--- config.mk ---
export PLATFORM = sky130hd
export DESIGN_NAME = mem_access_unit
export DESIGN_NICKNAME = d
export VERILOG_FILES = /design/src/rtl/mem_access_unit.sv
export SDC_FILE = /design/constraint.sdc
export NUM_CORES = 1
export LEC_CHECK = 0
export BUFFER_PORTS_ARGS = -buffer_cell sky130_fd_sc_hd__buf_2
export CORE_UTILIZATION = 30
export DETAILED_ROUTE_END_ITERATION = 7
export HOLD_SLACK_MARGIN = 0.08
export PLACE_DENSITY = 0.53
export RECOVER_POWER = 100
export SYNTH_ARGS = -nofsm -noshare
export SYNTH_HDL_FRONTEND = slang
export SYNTH_SLANG_ARGS = --single-unit
--- constraint.sdc ---
create_clock -name clk -period 1.96 [get_ports clk]
set_input_delay 0.196 -clock clk [delete_from_list [all_inputs] [get_ports clk]]
set_output_delay 0.196 -clock clk [all_outputs]
set_load 0.01 [all_outputs]
--- src/rtl/mem_access_unit.sv ---
// Load/store unit between execute and the CSR/DTCM/ITCM ports: decodes the window,
// steers store lanes, waits for ack with an optional timeout and extends load data.
module mem_access_unit #(
  parameter int                    ADDR_WIDTH    = 32,
  parameter logic [ADDR_WIDTH-1:0] CSR_BASE      = 32'h0000,
  parameter logic [ADDR_WIDTH-1:0] CSR_SIZE      = 32'h1000,
  parameter logic [ADDR_WIDTH-1:0] DTCM_BASE     = 32'h1000,
  parameter logic [ADDR_WIDTH-1:0] DTCM_SIZE     = 32'h4000,
  parameter logic [ADDR_WIDTH-1:0] ITCM_BASE     = 32'h5000,
  parameter logic [ADDR_WIDTH-1:0] ITCM_SIZE     = 32'h4000,
  parameter bit                    ITCM_WRITABLE = 1'b1,
  parameter int                    TIMEOUT       = 15
) (
  input  logic                  clk,
  input  logic                  rst_n,
  input  logic                  req_valid,
  output logic                  req_ready,
  input  logic                  req_we,
  input  logic                  req_sign_extend,
  input  logic [1:0]            req_width,
  input  logic [ADDR_WIDTH-1:0] req_addr,
  input  logic [31:0]           req_wdata,
  output logic                  resp_valid,
  input  logic                  resp_ready,
  output logic [31:0]           resp_rdata,
  output logic [1:0]            resp_err,
  output logic                  mem_req,
  output logic [1:0]            mem_region,
  output logic                  mem_we,
  output logic [3:0]            mem_be,
  output logic [ADDR_WIDTH-1:0] mem_addr,
  output logic [31:0]           mem_wdata,
  input  logic                  mem_ack,
  input  logic [31:0]           mem_rdata
);

  typedef enum logic [1:0] {IDLE, ACCESS, RESP} state_e;

  localparam logic [1:0] ERR_OK      = 2'd0;
  localparam logic [1:0] ERR_ALIGN   = 2'd1;
  localparam logic [1:0] ERR_UNMAP   = 2'd2;
  localparam logic [1:0] ERR_TIMEOUT = 2'd3;

  // The counter only needs to reach TIMEOUT-1: the cycle that would make it TIMEOUT ends the access.
  localparam int             CW      = (TIMEOUT > 1) ? $clog2(TIMEOUT) : 1;
  localparam logic [CW-1:0]  TO_LAST = (TIMEOUT > 0) ? CW'(TIMEOUT - 1) : '0;

  state_e                  state_q, state_d;
  logic                    sext_q, sext_d;
  logic [1:0]              width_q, width_d;
  logic [1:0]              offs_q, offs_d;
  logic [CW-1:0]           waitCnt_q, waitCnt_d;
  logic                    memReq_q, memReq_d;
  logic [1:0]              memRegion_q, memRegion_d;
  logic                    memWe_q, memWe_d;
  logic [3:0]              memBe_q, memBe_d;
  logic [ADDR_WIDTH-1:0]   memAddr_q, memAddr_d;
  logic [31:0]             memWdata_q, memWdata_d;
  logic [31:0]             respData_q, respData_d;
  logic [1:0]              respErr_q, respErr_d;

  logic                    inCsr, inDtcm, inItcm;
  logic                    misaligned, unmapped;
  logic [1:0]              faultCode;
  logic [1:0]              decRegion;
  logic [3:0]              steerBe;
  logic [31:0]             steerData;
  logic                    timeoutHit;

  // Half-open window test done one bit wider so BASE+SIZE cannot wrap.
  function automatic logic inWindow(input logic [ADDR_WIDTH-1:0] a,
                                    input logic [ADDR_WIDTH-1:0] base,
                                    input logic [ADDR_WIDTH-1:0] size);
    logic [ADDR_WIDTH:0] x, lo, hi;
    x  = {1'b0, a};
    lo = {1'b0, base};
    hi = lo + {1'b0, size};
    return (x >= lo) && (x < hi);
  endfunction

  function automatic logic [31:0] extractLoad(input logic [31:0] raw,
                                              input logic [1:0]  offs,
                                              input logic [1:0]  width,
                                              input logic        sext);
    logic [31:0] s;
    logic [31:0] res;
    s = raw >> {offs, 3'b000};
    case (width)
      2'd0:    res = sext ? {{24{s[7]}}, s[7:0]} : {24'b0, s[7:0]};
      2'd1:    res = sext ? {{16{s[15]}}, s[15:0]} : {16'b0, s[15:0]};
      default: res = s;
    endcase
    return res;
  endfunction

  always_comb begin
    inCsr  = inWindow(req_addr, CSR_BASE, CSR_SIZE);
    inDtcm = inWindow(req_addr, DTCM_BASE, DTCM_SIZE);
    inItcm = inWindow(req_addr, ITCM_BASE, ITCM_SIZE);

    if (inCsr)       decRegion = 2'd0;
    else if (inDtcm) decRegion = 2'd1;
    else             decRegion = 2'd2;

    misaligned = (req_width == 2'd3) ||
                 ((req_width == 2'd1) && req_addr[0]) ||
                 ((req_width == 2'd2) && (req_addr[1:0] != 2'b00));
    unmapped   = !(inCsr || inDtcm || inItcm) ||
                 (!inCsr && !inDtcm && inItcm && req_we && !ITCM_WRITABLE);

    if (misaligned)    faultCode = ERR_ALIGN;
    else if (unmapped) faultCode = ERR_UNMAP;
    else               faultCode = ERR_OK;

    case (req_width)
      2'd0: begin
        steerData = {4{req_wdata[7:0]}};
        steerBe   = 4'b0001 << req_addr[1:0];
      end
      2'd1: begin
        steerData = {2{req_wdata[15:0]}};
        steerBe   = 4'b0011 << {req_addr[1], 1'b0};
      end
      default: begin
        steerData = req_wdata;
        steerBe   = 4'b1111;
      end
    endcase

    timeoutHit = (TIMEOUT > 0) && !mem_ack && (waitCnt_q == TO_LAST);
  end

  always_ff @(posedge clk or negedge rst_n) begin
    if (!rst_n) begin
      state_q     <= IDLE;
      sext_q      <= 1'b0;
      width_q     <= 2'd0;
      offs_q      <= 2'd0;
      waitCnt_q   <= '0;
      memReq_q    <= 1'b0;
      memRegion_q <= 2'd0;
      memWe_q     <= 1'b0;
      memBe_q     <= 4'b0;
      memAddr_q   <= '0;
      memWdata_q  <= 32'b0;
      respData_q  <= 32'b0;
      respErr_q   <= 2'd0;
    end else begin
      state_q     <= state_d;
      sext_q      <= sext_d;
      width_q     <= width_d;
      offs_q      <= offs_d;
      waitCnt_q   <= waitCnt_d;
      memReq_q    <= memReq_d;
      memRegion_q <= memRegion_d;
      memWe_q     <= memWe_d;
      memBe_q     <= memBe_d;
      memAddr_q   <= memAddr_d;
      memWdata_q  <= memWdata_d;
      respData_q  <= respData_d;
      respErr_q   <= respErr_d;
    end
  end

  always_comb begin
    state_d = state_q;
    case (state_q)
      IDLE:    if (req_valid) state_d = (faultCode != ERR_OK) ? RESP : ACCESS;
      ACCESS:  if (mem_ack || timeoutHit) state_d = RESP;
      RESP:    if (resp_ready) state_d = IDLE;
      default: state_d = IDLE;
    endcase
  end

  // Memory outputs only change on acceptance of a good request, so they stay put for the whole access.
  always_comb begin
    sext_d      = sext_q;
    width_d     = width_q;
    offs_d      = offs_q;
    waitCnt_d   = waitCnt_q;
    memReq_d    = memReq_q;
    memRegion_d = memRegion_q;
    memWe_d     = memWe_q;
    memBe_d     = memBe_q;
    memAddr_d   = memAddr_q;
    memWdata_d  = memWdata_q;
    respData_d  = respData_q;
    respErr_d   = respErr_q;
    case (state_q)
      IDLE: begin
        if (req_valid) begin
          sext_d    = req_sign_extend;
          width_d   = req_width;
          offs_d    = req_addr[1:0];
          waitCnt_d = '0;
          if (faultCode != ERR_OK) begin
            respErr_d  = faultCode;
            respData_d = 32'b0;
          end else begin
            memReq_d    = 1'b1;
            memRegion_d = decRegion;
            memWe_d     = req_we;
            memBe_d     = steerBe;
            memAddr_d   = {req_addr[ADDR_WIDTH-1:2], 2'b00};
            memWdata_d  = steerData;
          end
        end
      end
      ACCESS: begin
        if (mem_ack) begin
          memReq_d   = 1'b0;
          respErr_d  = ERR_OK;
          respData_d = memWe_q ? 32'b0 : extractLoad(mem_rdata, offs_q, width_q, sext_q);
        end else if (timeoutHit) begin
          memReq_d   = 1'b0;
          respErr_d  = ERR_TIMEOUT;
          respData_d = 32'b0;
        end else if (TIMEOUT > 0) begin
          waitCnt_d = waitCnt_q + CW'(1);
        end
      end
      default: ;
    endcase
  end

  always_comb begin
    req_ready  = (state_q == IDLE);
    resp_valid = (state_q == RESP);
  end

  assign resp_rdata = respData_q;
  assign resp_err   = respErr_q;
  assign mem_req    = memReq_q;
  assign mem_region = memRegion_q;
  assign mem_we     = memWe_q;
  assign mem_be     = memBe_q;
  assign mem_addr   = memAddr_q;
  assign mem_wdata  = memWdata_q;

endmodule

; Word level (Yosys, flattened, before mapping)
; Cells that the tools add are included.
[classes]
n_addsub = 1
magnitude_cmp = 5
eq_ne = 15
shift = 3
n_mux = 34
bitwise_logic = 1
n_reduce_logical = 23
[op_table]
columns = cell, n
row1 = $mux W32, 7
row2 = $pmux W32 S2, 3
row3 = $ge A32 B13 Y1 const B, 1
row4 = $ge A32 B15 Y1 const B, 1
row5 = $lt A32 B13 Y1 const B, 1
row6 = $lt A32 B15 Y1 const B, 1
row7 = $lt A32 B16 Y1 const B, 1
row8 = $shr A32 B5 Y32, 1
row9 = $mux W2, 12
row10 = $pmux W4 S2, 2
row11 = $mux W4, 3
row12 = $reduce_and A4 Y1, 3
row13 = $ne A2 B2 Y1 const B, 5
row14 = $eq A2 B1 Y1 const B, 3
row15 = $eq A2 B2 Y1 const B, 3
row16 = $logic_not A2 Y1, 3
row17 = $pmux W2 S3, 1
row18 = $reduce_and A3 Y1, 2
row19 = $reduce_bool A2 Y1, 3
row20 = $logic_and A1 B1 Y1, 5
row21 = $logic_or A1 B1 Y1, 5
row22 = $add A4 B1 Y4 const B, 1
row23 = $eq A4 B4 Y1 const B, 1
row24 = $mux W1, 4
row25 = 9 further kinds, 10
[totals]
ff_bits = 115
in_bits = 105
output_inout_bits = 108
elab_cells = 95

; Depth between registers and ports, before layout
; Gate-level depths: netlist of the first run.
[depth]
word_depth = 10
depth_mapped = 8
mapped_depth_nobuf = 7

; Worst setup path after synthesis of the first run
; No wires, ideal clock.
[synth_timing]
path_type = register to register
start = reg state_q[1]
end = reg memAddr_q[13] (netlist: mem_addr[13])
setup_ps = 125
t_arrival_ps = 1728
required_time_ps = 1835
slack_ps = 107
stages_incl_launch_ff = 6
path_buffers = 1
synth_period_minus_slack_ps = 1853
path_cell_list = dfrtp_1 nor2_1 nand2_1 nor3_4 buf_4 mux2_2
[synth_via]
elab_chain_cells = 2
[synth_lines]
columns = item, line_no
row1 = start: declaration, 48  ; state_e state_q, state_d;
row2 = start signal: assignment, 149  ; state_q <= state_d;
row3 = $logic_not A2 Y1, n/a
row4 = via req_ready, 17  ; output logic req_ready,
row5 = $reduce_and A3 Y1 (no line), n/a
row6 = end signal: assignment, 158  ; memAddr_q <= memAddr_d;
row7 = end: declaration, 57  ; logic [ADDR_WIDTH-1:0] memAddr_q, memAddr_d;
; The timed path passes the listed nets, and every way through them passes these cells.
; A chain may end at the register's enable or synchronous reset.

; Worst setup path after layout of the first run
[layout_timing]
start = reg offs_q[0]
end = reg respData_q[23] (netlist: resp_rdata[23])
[layout_via]
elab_chain_cells = 6
word_cells_on_any_way = 7
classes_between = 1 x shift / 6 x mux
[layout_lines]
columns = item, line_no
row1 = start: declaration, 51  ; logic [1:0] offs_q, offs_d;
row2 = start signal: assignment, 152  ; offs_q <= offs_d;
row3 = $shr A32 B5 Y32 *, 87  ; s = raw >> {offs, 3'b000};
row4 = $mux W32 (on tied branches), "90, 89"
row5 = $pmux W32 S2 *, 88  ; case (width)
row6 = $mux W32 *, 213  ; respData_d = memWe_q ? 32'b0 : extractLoad(mem_rdata, offs_q, width_q, sext_q);
row7 = $mux W32 *, 210  ; if (mem_ack) begin
row8 = $pmux W32 S2 *, 189  ; case (state_q)
row9 = end signal: assignment, 160  ; respData_q <= respData_d;
row10 = end: declaration, 59  ; logic [31:0] respData_q, respData_d;
; Every way passes the cells marked *; elsewhere a longest branch is shown, timed or not.

==> out/results.tsv, run 1 <==
stage	metric	value	unit
layout	fin nets	857	
critical_path	Critical Path Stages	6	
sta	measured slew at the worst slew-check pin	0.868	ns
clocking	Max Root-Sink Buffers	2	
synthesis	post-synth cell types	41	
synthesis	syn avg cell area	10.8	um^2
clocking	CTS tree	built	
clocking	Clock Latency Late Sink	0.40	ns
min_path	hold depth	3	
critical_path	CP bufs+invs	1	
placement	IO buf count	210	
clocking	TritonCTS sink count	115	
die	die width	135	um
power	VDD IR max	0.652	mV
sta	Max Fclk	530	MHz
clocking	H-tree Lvls	4	
layout	final non-filler cell total	988	
placement	placer congestion estimate	0.901	
critical_path	Worst Path Required	2.24	ns
grt	gr usage total	0.178	
clocking	cts bufs inserted	17	
grt	vias in the first global route	4876	
route	initial DRC count	229	
synthesis	number of flops mapped to enable cells by yosys	0	
critical_path	crit path kind	reg2reg	
route	drt wl/cell	15.9	um
clocking	Clock transition at path regs	0.06	ns
clocking	Root Driver	clkbuf_16	
route	Antenna Violating Nets Remaining	0	
grt	largest net degree at the start of global routing	42	
die	Core Box Area	17400	um^2
synthesis	Synth area leaders	dfrtp_1 (54%), mux2_2 (9.1%), mux2i_1 (7.3%)	
layout	Filler cells	1760	
die	initial core utilization	0.308	
synthesis	top-area cell type share of the netlist area	0.539	
route	Residual DRC	0	
sta	Final Hold Viols	0	
critical_path	slowest stage delay, CP	0.46	ns
grt	first-pass GRT wire length	25.0	mm
synthesis	cell taking the most area after synthesis	dfrtp_1	
sta	max_slew headroom	0.421	
layout	final core occ	0.430	
power	overall power	6570	uW
placement	pre-CTS setup slack	0.0111	ns
synthesis	synthesis-stage register bit count	115	
critical_path	Setup crit end kind	register	
grt	total global routing overflow	0	
sta	clock skew	0.00424	ns
placement	DP HPWL	11.6	mm
route	drt pass-1 iters	4	
route	via/cell ratio	4.73	
route	Routed WL	15.7	mm
min_path	hold crit path type	in2reg	
power	leakage	0.00360	uW
route	vias	4670	
layout	area occupied by multi-input gates	2260	um^2
synthesis	Cells after Synth	496	
sta	post-layout min period	1.89	ns
sta	final setup violation count	0	
power	power per cell area	881	nW/um^2
critical_path	Worst setup SP type	register	
layout	Register Area	2880	um^2
synthesis	most used flip-flop cell after synthesis	dfrtp_1	
run	Max Cap Viol	0	
critical_path	CP Max Fanout	16	
die	Die Y	135	um
synthesis	Syn Std Cell Area	5340	um^2
synthesis	Async SR Flop Fraction	1.00	
clocking	post-CTS setup repair buffer count	0	
die	die area	18300	um^2
critical_path	CP max stage cell	dfrtp_1	
sta	RSZ-0062 raised after global routing	yes	
synthesis	Syn. warnings	0	
critical_path	CP cell instances	mux2_2, nor3b_1, a2111oi_4, buf_4, a21oi_1, o21ai_0	
layout	P&R area growth vs syn	39.8	%
outcome	status	finished clean	
critical_path	Worst R2R Path Depth	6	
grt	initial antenna violation count	1	
synthesis	Seq/Total Area, Yosys	0.539	
sta	Slew Viols, Final	0	
sta	worst setup margin	0.0744	ns
layout	share of layout cells above drive strength 1	0.274	
critical_path	CP arrival	2.16	ns
layout	Diodes inserted	0	
critical_path	delay-heaviest family, CP	flip-flops	
sta	worst hold slack	0.106	ns
placement	Placed Cells	929	
sta	final period utilization	0.962	
die	Rows	48	
die	Top Ports	213	
[worst reg2reg max path, cell delays in order (launching register included)]
cell and delay, ns:
dfrtp_1 0.46, mux2_2 0.39, nor3b_1 0.37, a2111oi_4 0.09, buf_4 0.21, a21oi_1 0.15
o21ai_0 0.09
[cell usage after synthesis (6+ instances only)]
cell type  number
nand2b_1        6
buf_4           9
a22o_1          8
nor2_1         38
nand2_1        49
clkbuf_1       10
nor3_1          6
o21ai_0        46
nor2b_1        19
dfrtp_1       115
mux2_2         43
mux2i_1        39
inv_1           7
a21oi_1        51
[power breakdown]
group | total, uW | internal (uW) | switching, uW
Sequential | 2460 | 2410 | 47.4
Combinational | 899 | 401 | 499
Clock | 3220 | 2050 | 1170
[path summary, 6_finish.rpt]
check / startpoint / end / slack (ns)
setup / recovery: offs_q[0] / resp_rdata[23] / 0.07
hold / removal: req_wdata[21] / mem_wdata[21] / 0.11
setup reg to reg: offs_q[0] / resp_rdata[23] / 0.07
hold reg to reg: resp_rdata[29] / resp_rdata[29] / 0.48
max in group asynchronous: rst_n / mem_region[1] / 0.34
min in group asynchronous: rst_n / resp_rdata[25] / 0.44
[state kept, by name, summed over array words and instances (netlist names)]
signal and cells:
mem_be 4, mem_we 1, state_q 2, width_q 2
resp_rdata 32, resp_err 2, mem_wdata 32, mem_region 2
mem_addr 30, offs_q 2, waitCnt_q 4, mem_req 1
sext_q 1
[placed cells by master (no fill, tap or decap), drive strengths merged, types with 3 or more instances in the layout]
cell         instances
clkinvlp             3
mux2i               39
nand2               49
mux2                43
a31oi                5
a22o                 8
bufinv               3
nand3                4
nor4                 4
o21ai               47
a21oi               51
dlygate4sd3         27
nor2                38
buf                124
dfrtp              115
clkbuf             132
clkinv               4
nor2b               20
nand2b               6
nor3                 7
inv                 11
[cell type report]
| cell class | count | share of cell area |
|---|---|---|
| clock inverter | 14 | 0.0235 |
| timing repair buffer | 265 | 0.188 |
| sequential | 115 | 0.385 |
| multi-input combinational | 344 | 0.303 |
| inverter | 7 | 0.00352 |
| tap | 225 | 0.0377 |
| clock buffer | 18 | 0.0588 |
[metrics by stage]
stage | area (um^2) | TNS, ns
finish | 7470 | 0
detailed placement | 6760 | 0
CTS | 7640 | 0
global placement | 6760 | 0
floorplan | 5340 | 0
global route | 7470 | -0.0979
[logic make-up after synthesis]
logic type               count (synthesis)  synth area share
flip-flops                             115             0.539
adder cells (fa/ha/maj)                  2           0.00469
AND/OR/NAND/NOR                        136             0.120
AO/OA/AOI/OAI                          121             0.132
multiplexers                            82             0.164
other                                    1          0.000702
buffers and inverters                   38            0.0384
XOR/XNOR                                 1           0.00164
[repair_timing]
item | 4_1_cts | 5_1_grt
hold endpoints to repair | 57 | 0
setup endpoints to repair | 0 | 12
hold buffers | 27 | 0
resized for setup | 0 | 1
[routing by layer]
metal / vias up / share of wire / GRT usage / wire length (um)
met4: 0 / 0.0079 / 0.0624 / 124
met5: - / 0 / 0 / 0
met3: 12 / 0.085 / 0.0576 / 1340
met2: 174 / 0.49 / 0.291 / 7630
met1: 2243 / 0.42 / 0.220 / 6620
li1: 2241 / - / - / -
Power figures use the tool's default switching activity.
==> run 2, diff against run 1 <==
--- a/config.mk
+++ b/config.mk
@@ -9,6 +9,7 @@
 export CORE_UTILIZATION = 30
 export DETAILED_ROUTE_END_ITERATION = 7
 export HOLD_SLACK_MARGIN = 0.08
+export MAX_ROUTING_LAYER = met4
 export PLACE_DENSITY = 0.53
 export RECOVER_POWER = 100
 export SYNTH_ARGS = -nofsm -noshare
==> run 2 against run 1 <==
Net effect:
- largest cell class unchanged
- cell count grew 0.10%
- setup slack improved by 0.026 ns
- global-route usage rose by 0.19 points
- critical path type unchanged
- flip-flop and latch count unchanged
- clock-buffer cell count is the same
- first-iteration DRC count down 27%
==> out/results.tsv, run 2 (synthesis gave the netlist of run 1 again) <==
stage	metric	value	unit	change
outcome	status	finished clean		
clocking	Max Root-Sink Buffers	2		unchanged
die	Core Box Area	17400	um^2	unchanged
route	initial DRC count	168		-27%
die	Rows	48		unchanged
critical_path	Worst R2R Path Depth	5		-1
layout	commonest non-fill, non-tap cell in the layout	dfrtp_1		
sta	Final Hold Viols	0		unchanged
layout	commonest non-fill, non-tap cells in the layout	dfrtp_1 (115), clkbuf_1 (110), buf_2 (105), a21oi_1 (50), nand2_1 (49)		
min_path	hold path startpoint	req_wdata[12]		
run	Max Cap Viol	0		unchanged
power	power per cell area	881	nW/um^2	about the same
clocking	Clock transition at path regs	0.06	ns	about the same
grt	initial antenna violation count	1		unchanged
power	Switching Power	1730	uW	+0.62%
critical_path	r2r setup slk	0.10	ns	+0.03 ns
grt	total global routing overflow	0		unchanged
power	VDD IR max	0.652	mV	about the same
layout	share of layout cells above drive strength 1	0.278		+0.00393
clocking	Root Driver	clkbuf_16		
critical_path	CP max stage cell	dfrtp_1		
critical_path	Setup crit end kind	register		
power	Comb power frac	0.138		about the same
route	Residual DRC	0		unchanged
grt	gr usage total	0.180		+0.00190
die	initial core utilization	0.308		unchanged
grt	first-pass GRT wire length	24.8	mm	-0.86%
placement	DP HPWL	11.7	mm	+0.47%
sta	clock skew	0.00997	ns	+0.00573 ns
layout	final non-filler cell total	989		+0.10%
critical_path	CP cell instances	nor2_1, nand2_1, nor3_4, buf_12, mux2_2		
clocking	cts bufs inserted	17		unchanged
route	via/cell ratio	4.81		+1.7%
critical_path	crit path kind	reg2reg		
layout	P&R area growth vs syn	40.0	%	
placement	Placed Cells	930		+0.11%
critical_path	Worst Path Required	2.25	ns	about the same
route	vias	4755		+1.8%
sta	final period utilization	0.949		-0.0133
grt	largest net degree at the start of global routing	42		unchanged
min_path	Worst Hold End	mem_wdata[12]		
clocking	post-CTS setup repair buffer count	0		unchanged
min_path	hold depth	3		unchanged
critical_path	CP arrival	2.15	ns	about the same
placement	IO buf count	210		unchanged
power	Seq pwr share	0.373		about the same
die	Top Ports	213		unchanged
critical_path	slowest stage delay, CP	0.43	ns	-0.03 ns
die	die area	18300	um^2	unchanged
critical_path	Worst setup SP type	register		
power	Clock power frac	0.490		about the same
die	Die Y	135	um	unchanged
sta	Slew Viols, Final	0		unchanged
sta	measured slew at the worst slew-check pin	0.858	ns	-0.0105 ns
power	Internal	4860	uW	about the same
clocking	TritonCTS sink count	115		unchanged
sta	max_slew headroom	0.428		+0.00700
min_path	hold crit path type	in2reg		
critical_path	reg2reg end	mem_wdata[1]		
critical_path	r2r startpoint	state_q[1]		
route	drt pass-1 iters	4		unchanged
die	die width	135	um	unchanged
clocking	H-tree Lvls	4		unchanged
power	Sw Share	0.263		+0.00125
route	Routed WL	15.6	mm	-0.92%
power	leakage	0.00360	uW	about the same
layout	fin nets	857		unchanged
sta	final setup violation count	0		unchanged
placement	placer congestion estimate	0.903		+0.21%
sta	RSZ-0062 raised after global routing	no		
route	drt wl/cell	15.7	um	-1.0%
sta	post-layout min period	1.86	ns	-0.0262 ns
clocking	Clock Latency Late Sink	0.41	ns	about the same
grt	vias in the first global route	4909		+0.68%
sta	final setup TNS	0	ns	unchanged
sta	Max Fclk	538	MHz	+1.4%
critical_path	CP Max Fanout	39		+23
clocking	CTS tree	built		
route	Antenna Violating Nets Remaining	0		unchanged
==> run 2: what timing repair did <==
| action | in CTS | in global routing |
|---|---|---|
| endpoints found under the setup margin | 0 | 55 |
| gates resized for setup | 0 | 5 |
| hold endpoints to repair | 57 | 0 |
| hold buffers | 26 | 0 |
==> run 2: critical path, delay by kind of cell (launching register included) <==
kind                   cells  cell delay [ns]
muxes                      1             0.36
DFF                        1             0.43
buffers and inverters      1             0.25
and+or+nand+nor            3             0.68
==> run 2: power groups by stage <==
stage | clock, uW | combinational [uW] | sequential (uW)
6_report | 3220 | 906 | 2450
3_5_place_dp | 0 | 886 | 2500
4_1_cts | 3300 | 929 | 2450
5_1_grt | 3410 | 1010 | 2460
2_1_floorplan | 0 | 527 | 2480
3_3_place_gp | 0 | 872 | 2490
==> run 2: worst max-delay path by stage <==
| stage | startpoint | endpoint | slack [ns] | depth (start not counted) |
|---|---|---|---|---|
| after global placement | req_addr[20] | mem_wdata[4] | 0.05 | 6 |
| after CTS | req_addr[12] | mem_wdata[4] | 0.02 | 7 |
| after detailed placement | req_addr[20] | mem_wdata[24] | 0.04 | 6 |
| after floorplan | state_q[1] | mem_addr[13] | 0.11 | 5 |
| final | state_q[1] | mem_wdata[1] | 0.10 | 5 |
| after global routing | offs_q[1] | resp_rdata[16] | 0.008 | 6 |
==> run 2: cell type report <==
| class | instances | area, um^2 |
|---|---|---|
| Antenna cell | 1 | 2.50 |
| Fill cell | 1745 | 9880 |
| Multi-Input combinational cell | 344 | 2280 |
| Sequential cell | 115 | 2880 |
| Inverter | 7 | 26.3 |
| Tap cell | 225 | 282 |
| Clock buffer | 18 | 439 |
| Timing Repair Buffer | 265 | 1400 |
| Clock inverter | 14 | 175 |
==> run 2: stage by stage <==
step	setup WS, ns	util	hold WS (ns)	instance area, um^2	total power (uW)
after floorplan	0.107	-	-0.0996	5340	3010
after global placement	0.0513	0.390	0.194	6770	3370
after detailed placement	0.0363	0.390	0.201	6770	3380
after CTS	0.0201	0.440	0.0801	7640	6690
after global routing	0.00825	0.431	0.0895	7480	6870
final	0.101	0.431	0.0969	7480	6580
==> run 2: layer usage <==
metal	vias to the layer above	wire, um	global-route usage
met5	-	0	-
met4	0	302	0.0730
met3	24	1290	0.0569
met2	189	7380	0.284
met1	2296	6590	0.213
li1	2246	-	-
